[src/rtl/axis_to_axil_master_pkg.sv]
// Shared definitions for the command-stream to AXI-Lite master bridge:
// FSM state encoding, AXI response codes and command/response field offsets.
package axil_str_pkg;

    typedef logic [2:0] state_t;

    localparam state_t ST_IDLE    = 3'd0;
    localparam state_t ST_WRITE   = 3'd1;
    localparam state_t ST_WR_RESP = 3'd2;
    localparam state_t ST_READ    = 3'd3;
    localparam state_t ST_RD_DATA = 3'd4;
    localparam state_t ST_RSP     = 3'd5;

    localparam logic [1:0] OKAY   = 2'd0;
    localparam logic [1:0] EXOKAY = 2'd1;
    localparam logic [1:0] SLVERR = 2'd2;
    localparam logic [1:0] DECERR = 2'd3;

    // Command layout, LSB first: wdata, addr, wstrb, rnw.
    function automatic int unsigned cmd_addr_lsb(input int unsigned dw);
        return dw;
    endfunction

    function automatic int unsigned cmd_strb_lsb(input int unsigned dw, input int unsigned aw);
        return dw + aw;
    endfunction

    function automatic int unsigned cmd_rnw_bit(input int unsigned dw, input int unsigned aw);
        return dw + aw + dw / 8;
    endfunction

    // Response layout, LSB first: rdata, resp[1:0], was_read.
    function automatic int unsigned rsp_resp_lsb(input int unsigned dw);
        return dw;
    endfunction

endpackage

[src/rtl/axis_to_axil_master.sv]
// Converts a command stream into single outstanding AXI-Lite read/write
// transactions and reports each outcome on a response stream, strictly in order.
module axis_to_axil_master
    import axil_str_pkg::*;
#(
    parameter int AXI_DATA_WIDTH = 32,
    parameter int AXI_ADDR_WIDTH = 32,
    parameter int CMD_WIDTH      = 1 + AXI_DATA_WIDTH / 8 + AXI_ADDR_WIDTH + AXI_DATA_WIDTH,
    parameter int RSP_WIDTH      = AXI_DATA_WIDTH + 3
) (
    input  logic                        aclk,
    input  logic                        areset,

    input  logic [CMD_WIDTH-1:0]        s_axis_cmd_tdata,
    input  logic                        s_axis_cmd_tvalid,
    output logic                        s_axis_cmd_tready,

    output logic [RSP_WIDTH-1:0]        m_axis_rsp_tdata,
    output logic                        m_axis_rsp_tvalid,
    input  logic                        m_axis_rsp_tready,

    output logic [AXI_ADDR_WIDTH-1:0]   m_axil_awaddr,
    output logic                        m_axil_awvalid,
    input  logic                        m_axil_awready,
    output logic [AXI_DATA_WIDTH-1:0]   m_axil_wdata,
    output logic [AXI_DATA_WIDTH/8-1:0] m_axil_wstrb,
    output logic                        m_axil_wvalid,
    input  logic                        m_axil_wready,
    input  logic [1:0]                  m_axil_bresp,
    input  logic                        m_axil_bvalid,
    output logic                        m_axil_bready,

    output logic [AXI_ADDR_WIDTH-1:0]   m_axil_araddr,
    output logic                        m_axil_arvalid,
    input  logic                        m_axil_arready,
    input  logic [AXI_DATA_WIDTH-1:0]   m_axil_rdata,
    input  logic [1:0]                  m_axil_rresp,
    input  logic                        m_axil_rvalid,
    output logic                        m_axil_rready
);

    localparam int STRB_WIDTH = AXI_DATA_WIDTH / 8;
    localparam int ADDR_LSB   = int'(cmd_addr_lsb(AXI_DATA_WIDTH));
    localparam int STRB_LSB   = int'(cmd_strb_lsb(AXI_DATA_WIDTH, AXI_ADDR_WIDTH));
    localparam int RNW_BIT    = int'(cmd_rnw_bit(AXI_DATA_WIDTH, AXI_ADDR_WIDTH));

    state_t                    state;
    logic                      cmd_rnw;
    logic [STRB_WIDTH-1:0]     cmd_strb;
    logic [AXI_ADDR_WIDTH-1:0] cmd_addr;
    logic [AXI_DATA_WIDTH-1:0] cmd_data;
    logic                      aw_done;
    logic                      w_done;

    assign cmd_rnw  = s_axis_cmd_tdata[RNW_BIT];
    assign cmd_strb = s_axis_cmd_tdata[STRB_LSB +: STRB_WIDTH];
    assign cmd_addr = s_axis_cmd_tdata[ADDR_LSB +: AXI_ADDR_WIDTH];
    assign cmd_data = s_axis_cmd_tdata[0 +: AXI_DATA_WIDTH];

    // A channel counts as done if it already handshook or handshakes on this edge.
    assign aw_done = !m_axil_awvalid || m_axil_awready;
    assign w_done  = !m_axil_wvalid  || m_axil_wready;

    always_ff @(posedge aclk) begin
        if (areset) begin
            state             <= ST_IDLE;
            s_axis_cmd_tready <= 1'b0;
            m_axis_rsp_tdata  <= '0;
            m_axis_rsp_tvalid <= 1'b0;
            m_axil_awaddr     <= '0;
            m_axil_awvalid    <= 1'b0;
            m_axil_wdata      <= '0;
            m_axil_wstrb      <= '0;
            m_axil_wvalid     <= 1'b0;
            m_axil_bready     <= 1'b0;
            m_axil_araddr     <= '0;
            m_axil_arvalid    <= 1'b0;
            m_axil_rready     <= 1'b0;
        end else begin
            case (state)
                ST_IDLE: begin
                    if (s_axis_cmd_tready && s_axis_cmd_tvalid) begin
                        s_axis_cmd_tready <= 1'b0;
                        if (cmd_rnw) begin
                            m_axil_araddr  <= cmd_addr;
                            m_axil_arvalid <= 1'b1;
                            state          <= ST_READ;
                        end else begin
                            m_axil_awaddr  <= cmd_addr;
                            m_axil_wdata   <= cmd_data;
                            m_axil_wstrb   <= cmd_strb;
                            m_axil_awvalid <= 1'b1;
                            m_axil_wvalid  <= 1'b1;
                            state          <= ST_WRITE;
                        end
                    end else begin
                        s_axis_cmd_tready <= 1'b1;
                    end
                end

                ST_WRITE: begin
                    if (m_axil_awvalid && m_axil_awready) m_axil_awvalid <= 1'b0;
                    if (m_axil_wvalid && m_axil_wready)   m_axil_wvalid  <= 1'b0;
                    if (aw_done && w_done) begin
                        m_axil_bready <= 1'b1;
                        state         <= ST_WR_RESP;
                    end
                end

                ST_WR_RESP: begin
                    if (m_axil_bvalid) begin
                        m_axil_bready     <= 1'b0;
                        m_axis_rsp_tdata  <= {1'b0, m_axil_bresp, {AXI_DATA_WIDTH{1'b0}}};
                        m_axis_rsp_tvalid <= 1'b1;
                        state             <= ST_RSP;
                    end
                end

                ST_READ: begin
                    if (m_axil_arready) begin
                        m_axil_arvalid <= 1'b0;
                        m_axil_rready  <= 1'b1;
                        state          <= ST_RD_DATA;
                    end
                end

                ST_RD_DATA: begin
                    if (m_axil_rvalid) begin
                        m_axil_rready     <= 1'b0;
                        m_axis_rsp_tdata  <= {1'b1, m_axil_rresp, m_axil_rdata};
                        m_axis_rsp_tvalid <= 1'b1;
                        state             <= ST_RSP;
                    end
                end

                ST_RSP: begin
                    if (m_axis_rsp_tready) begin
                        m_axis_rsp_tvalid <= 1'b0;
                        s_axis_cmd_tready <= 1'b1;
                        state             <= ST_IDLE;
                    end
                end

                default: begin
                    state             <= ST_IDLE;
                    s_axis_cmd_tready <= 1'b0;
                    m_axis_rsp_tvalid <= 1'b0;
                    m_axil_awvalid    <= 1'b0;
                    m_axil_wvalid     <= 1'b0;
                    m_axil_bready     <= 1'b0;
                    m_axil_arvalid    <= 1'b0;
                    m_axil_rready     <= 1'b0;
                end
            endcase
        end
    end

endmodule

[config.mk]
export PLATFORM = sky130hd
export DESIGN_NAME = axis_to_axil_master
export DESIGN_NICKNAME = d
export VERILOG_FILES = /design/src/rtl/axis_to_axil_master_pkg.sv /design/src/rtl/axis_to_axil_master.sv
export SDC_FILE = /design/constraint.sdc
export NUM_CORES = 1
export LEC_CHECK = 0
export BUFFER_PORTS_ARGS = -buffer_cell sky130_fd_sc_hd__buf_2
export CAP_MARGIN = 20
export CORE_MARGIN = 2
export CORE_UTILIZATION = 49
export DETAILED_ROUTE_END_ITERATION = 10
export PLACE_DENSITY = 0.92
export SLEW_MARGIN = 20
export SYNTH_ARGS = -nofsm -noshare
export SYNTH_HDL_FRONTEND = slang
export SYNTH_SLANG_ARGS = --single-unit
[constraint.sdc]
create_clock -name aclk -period 4.6 [get_ports aclk]
set_input_delay 0.23 -clock aclk [delete_from_list [all_inputs] [get_ports aclk]]
set_output_delay 0.23 -clock aclk [all_outputs]
set_load 0.05 [all_outputs]
# Word-level counts from Yosys, hierarchy flattened
# Cells that the tools add are included.
# Widths: inputs -> output; s select.
# classes
n_addsub,0
n_mul,0
div_mod_pow,0
magnitude_cmp,0
eq_ne,15
shift,0
muxes,34
bitwise_logic,7
n_reduce_logical,27
# op_table
cell,n
$mux 35,2
$pmux 35 s2,1
$ne 2x2->1 const B,10
$reduce_or 4->1,5
$mux 3,6
$pmux 1 s3,6
$pmux 3 s6,1
$mux 1,16
$reduce_and 4->1,4
$reduce_and 3->1,5
$not 1->1,7
$eq 3x2->1 const B,2
$eq 3x3->1 const B,2
$reduce_and 6->1,1
$logic_and 1x1->1,4
$pmux 1 s4,1
$eq 3x1->1 const B,1
$logic_not 3->1,1
$reduce_or 3->1,1
$logic_not 1->1,2
$logic_or 1x1->1,2
$mux 2,1
$reduce_and 2->1,1
$reduce_bool 2->1,1
# word_totals
regBits,145
latch_bits,0
ram_bits,0
rom_bits,0
output_inout_bits,142
word_cells,96
n_memories,0

# Longest topological paths before layout
# depth
ltp_word,5
depth_mapped,8

# Least setup slack after synthesis
# Ideal clock, no wire load.
# synth_path
kind,reg2reg
start,reg state[1]
end,reg m_axis_rsp_tvalid
setup_ps,70
arrival_time_ps,1769
required_time_ps,4530
setup_slack_ps,2761
path_stages_with_launch,7
path_buffers,2
cell_sequence,dfxtp_1 -> buf_2 -> buf_1 -> inv_1 -> ha_1 -> or4_1 -> a21oi_1
# synth_between
elab_chain_cells,4
# synth_rtl
element,line_no,text
from (decl),axis_to_axil_master.sv:47,state_t state;
from (signal assigned),axis_to_axil_master.sv:66,state <= ST_IDLE;
from (signal assigned),axis_to_axil_master.sv:87,state <= ST_READ;
from (signal assigned),axis_to_axil_master.sv:94,state <= ST_WRITE;
"$eq 3x2->1, or another cell as far along",axis_to_axil_master.sv:80,case (state)
$reduce_or 3->1 (no source line),-,
$not 1->1 (no source line),-,
$reduce_and 4->1 (no source line),-,
to (signal assigned),axis_to_axil_master.sv:69,m_axis_rsp_tvalid <= 1'b0;
to (signal assigned),axis_to_axil_master.sv:114,m_axis_rsp_tvalid <= 1'b1;
to (signal assigned),axis_to_axil_master.sv:131,m_axis_rsp_tvalid <= 1'b1;
to (decl),axis_to_axil_master.sv:19,"output logic m_axis_rsp_tvalid,"
# Parallel ways exist; a longest one is shown, timed or not.
# A chain may end at the register's enable or synchronous reset.

# Worst setup path in the final report
# layout_path
start,reg state[2]
end,reg m_axis_rsp_tdata[4]
# layout_between
elab_chain_cells,3
# layout_rtl
element,line_no,text
$eq 3x3->1 or $eq 3x2->1 (tied branches),axis_to_axil_master.sv:80,
$ne 2x2->1 (no source line) or $reduce_bool 2->1 (tied branches),-,
$reduce_and 3->1 (no source line),-,
to (signal assigned),axis_to_axil_master.sv:113,"m_axis_rsp_tdata <= {1'b0, m_axil_bresp, {AXI_DATA_WIDTH{1'b0}}};"
to (signal assigned),axis_to_axil_master.sv:130,"m_axis_rsp_tdata <= {1'b1, m_axil_rresp, m_axil_rdata};"
to (decl),axis_to_axil_master.sv:18,"output logic [RSP_WIDTH-1:0] m_axis_rsp_tdata,"
# Parallel ways exist; a longest one is shown, timed or not.

==> impl_metrics.ini <==
[synth]
yosysSeqAreaShare_pct = 55.11
synth_warnings = 0
synth_top_area_cell = dfxtp_1
synth_area_sq_um = 5268
syn_area_per_cell_sq_um = 8.192
synth-simple-area-share_pct = 21.78
synth_top_area_share_pct = 55.11
synthMuxAreaShare_pct = 0.8076
synth_top_family_by_area = simple AND/OR/NAND/NOR gates
synth_edf_count = 0
synth_adder_area_share_pct = 0.4751
synth-seq-cells = 145
synth_nets = 759
synth_cells = 643
synth_ff_type = dfxtp_1
ys_top_cells_by_area = dfxtp_1, nand2_1, a21oi_1
synth-async-reset-ratio_pct = 0
synth_compound_area_share_pct = 17.46
synth_xor_area_share_pct = 0.1663
synth.distinct_cells = 44

[floorplanning]
placementRows = 37
coreArea_sq_um = 10370
start_util_pct = 50.80
die_width_um = 107.7
fp.dieH_um = 107.7
dieArea_sq_um = 11600
num_io_pins = 256

[timing]
finalMaxSlewViolations = 0
final-hold-violation-count = 0
finalCritPeriodShare_pct = 50.21
finalClockSkew_ns = 0.008852
setup_tns_ns = 0
worst_slew_pin_slew_ns = 0.8926
rsz0062_at_grt = no
max_freq_mhz = 433.0
relSlewSlack_pct = 40.49
fin_ws_ns = 2.290
post-route-min-period_ns = 2.310
setup_viol = 0

[grt]
grt_max_degree = 91
grt_pass1_wl_mm = 27.48
gr-total-overflow = 0
grt_usage_pct = 30.13
grt_pass1_vias = 5782
antenna_found_initial = 2

[layout]
regArea_sq_um = 2903
drive_gt1_share_pct = 30.65
nNetsFinal = 1095
layoutNonFillerInstCount = 1129
area_growth_pct = 55.04
multi_input_area_sq_um = 2152
fillers = 637

[critical_path]
r2r_slack_ns = 2.29
worstPathRequired_ns = 5.03
crit_path_max_fanout = 24
path_class = reg -> reg
critPathCaptureType = register
worst_setup_path_start_kind = register
cp.arrival_ns = 2.74

[place]
hpwl_mm = 10.35
numPlacedInstances = 996
pre_cts_ws_ns = 2.372
place.port_buffers = 255
gp_congestion = 0.8654

[power]
leakage_uw = 0.003688
power_density_nw_per_um2 = 485.0
peakVddDrop_uv = 282.2

[clocking]
clkTransAtPathRegs_ns = 0.06
htreeDepth = 4
cts_tree = done
numCtsBuffers = 17
clock_latency_ns = 0.51
postCtsSetupRepairBufs = 0
numClockSinks = 145
clock_path_buffers = 2
clock-root-buffer = clkbuf_8

[route]
viasPerCell = 5.252
drt_first_pass_iters = 5
drc_errors = 0
wl_per_cell_um = 15.86
dr.first_iter.drc_count = 493
postRouteAntennaNets = 0
wirelength_mm = 17.91
dr_total_vias = 5929

[status]
outcome = completed

[job]
cap_violations = 0

[hold_path]
hold_path_class = in -> reg
-- path summary, 6_finish.rpt --
path / to / startpoint / cells after the start
setup / recovery: m_axis_rsp_tdata[4] / state[2] / 5
hold / removal: m_axis_rsp_tdata[32] / m_axil_rresp[0] / 4
hold reg to reg: m_axil_awaddr[14] / m_axil_awaddr[14] / 2
setup reg to reg: m_axis_rsp_tdata[4] / state[2] / 5
-- final cells by class --
type,count,share of cell area (%)
well taps,136,2.084
clock buffers,18,5.240
inverters,5,0.2298
multi-input cells,446,26.35
repair buffers,364,28.74
clock inverters,14,1.777
diodes,1,0.03064
flip-flops and latches,145,35.54
-- synth_stat cells (2+ instances only) --
cell type	instances
nor2b_1	3
inv_1	4
dfxtp_1	145
a21oi_1	113
and2_1	2
nor3_1	4
nand2_1	204
o21ai_0	2
nand3_1	3
buf_4	3
mux2i_1	2
and3b_1	3
nand4_1	2
ha_1	2
nand3b_1	2
mux2_2	2
nand2b_1	2
buf_1	2
clkbuf_1	30
buf_2	12
nor2_1	44
o221a_2	2
or3_1	3
a22oi_1	32
-- critical path: stages, from the launching register on --
cell,delay (ns)
dfxtp_1,0.71
or3b_1,0.50
nor2_2,0.37
buf_4,0.36
a22oi_1,0.13
nor2_1,0.15
-- placed cells by master, fill, tap and decap left out, types with 2 or more instances in the layout --
master / Yosys / routed
nand2b_1: 2 / 2
nor2b_1: 3 / 3
ha_1: 2 / 2
nor3_1: 4 / 4
nand3b_1: 2 / 2
inv_1: 4 / 4
mux2i_1: 2 / 2
o221a_2: 2 / 2
dfxtp_1: 145 / 145
nor2_1: 44 / 44
inv_8: 0 / 4
clkinv_4: 0 / 2
mux2_2: 2 / 2
and2_1: 2 / 2
dlygate4sd3_1: 0 / 100
and3b_1: 3 / 3
buf_2: 12 / 254
a21oi_1: 113 / 113
clkbuf_8: 0 / 2
clkinv_2: 0 / 2
o21ai_0: 2 / 2
nand2_1: 204 / 204
clkbuf_16: 0 / 16
nand4_1: 2 / 2
nand3_1: 3 / 3
a22oi_1: 32 / 32
or3_1: 3 / 3
inv_6: 0 / 4
buf_4: 3 / 10
-- layer usage --
layer | track usage (%) | wire length (um)
met5 | 0 | 13
met4 | 13.74 | 597
met3 | 9.927 | 1381
met2 | 54.99 | 9406
met1 | 30.99 | 6509
-- power by group --
group / total (uW) / switching [uW] / internal, uW
Sequential: 1480 / 105 / 1380
Clock: 1330 / 574 / 753
Combinational: 1150 / 805 / 343
Total: 3960 / 1480 / 2480
-- logic make-up after synthesis --
family | after synthesis
compound gates | 159
xor+xnor | 1
fa+ha+maj | 2
buf+inv | 52
flops | 145
mux | 4
simple gates | 280
-- state kept, by name, summed over array words and instances, names as in the netlist --
signal,flops
m_axil_bready,1
m_axil_wvalid,1
m_axil_awvalid,1
state,3
m_axil_awaddr,32
m_axil_wstrb,4
m_axil_araddr,32
m_axil_wdata,32
m_axis_rsp_tvalid,1
m_axil_rready,1
s_axis_cmd_tready,1
m_axil_arvalid,1
m_axis_rsp_tdata,35
-- metrics by stage --
step           area (sq um)  total power (uW)  utilization, %  hold slack, ns
2_1_floorplan          5268              2292               -          0.3660
3_3_place_gp           6590              2544           63.55          0.4383
3_5_place_dp           6590              2562           63.55          0.4430
4_1_cts                8164              3960           78.73         0.08333
5_1_grt                8167              4124           78.75          0.1241
6_report               8167              3960           78.75          0.1054
-- repair_timing --
action | CTS | global route
gates resized for setup | 0 | 0
hold buffers | 100 | 0
setup endpoints to repair | 0 | 0
hold endpoints to repair | 132 | 0
(Power assumes the default switching activity.)
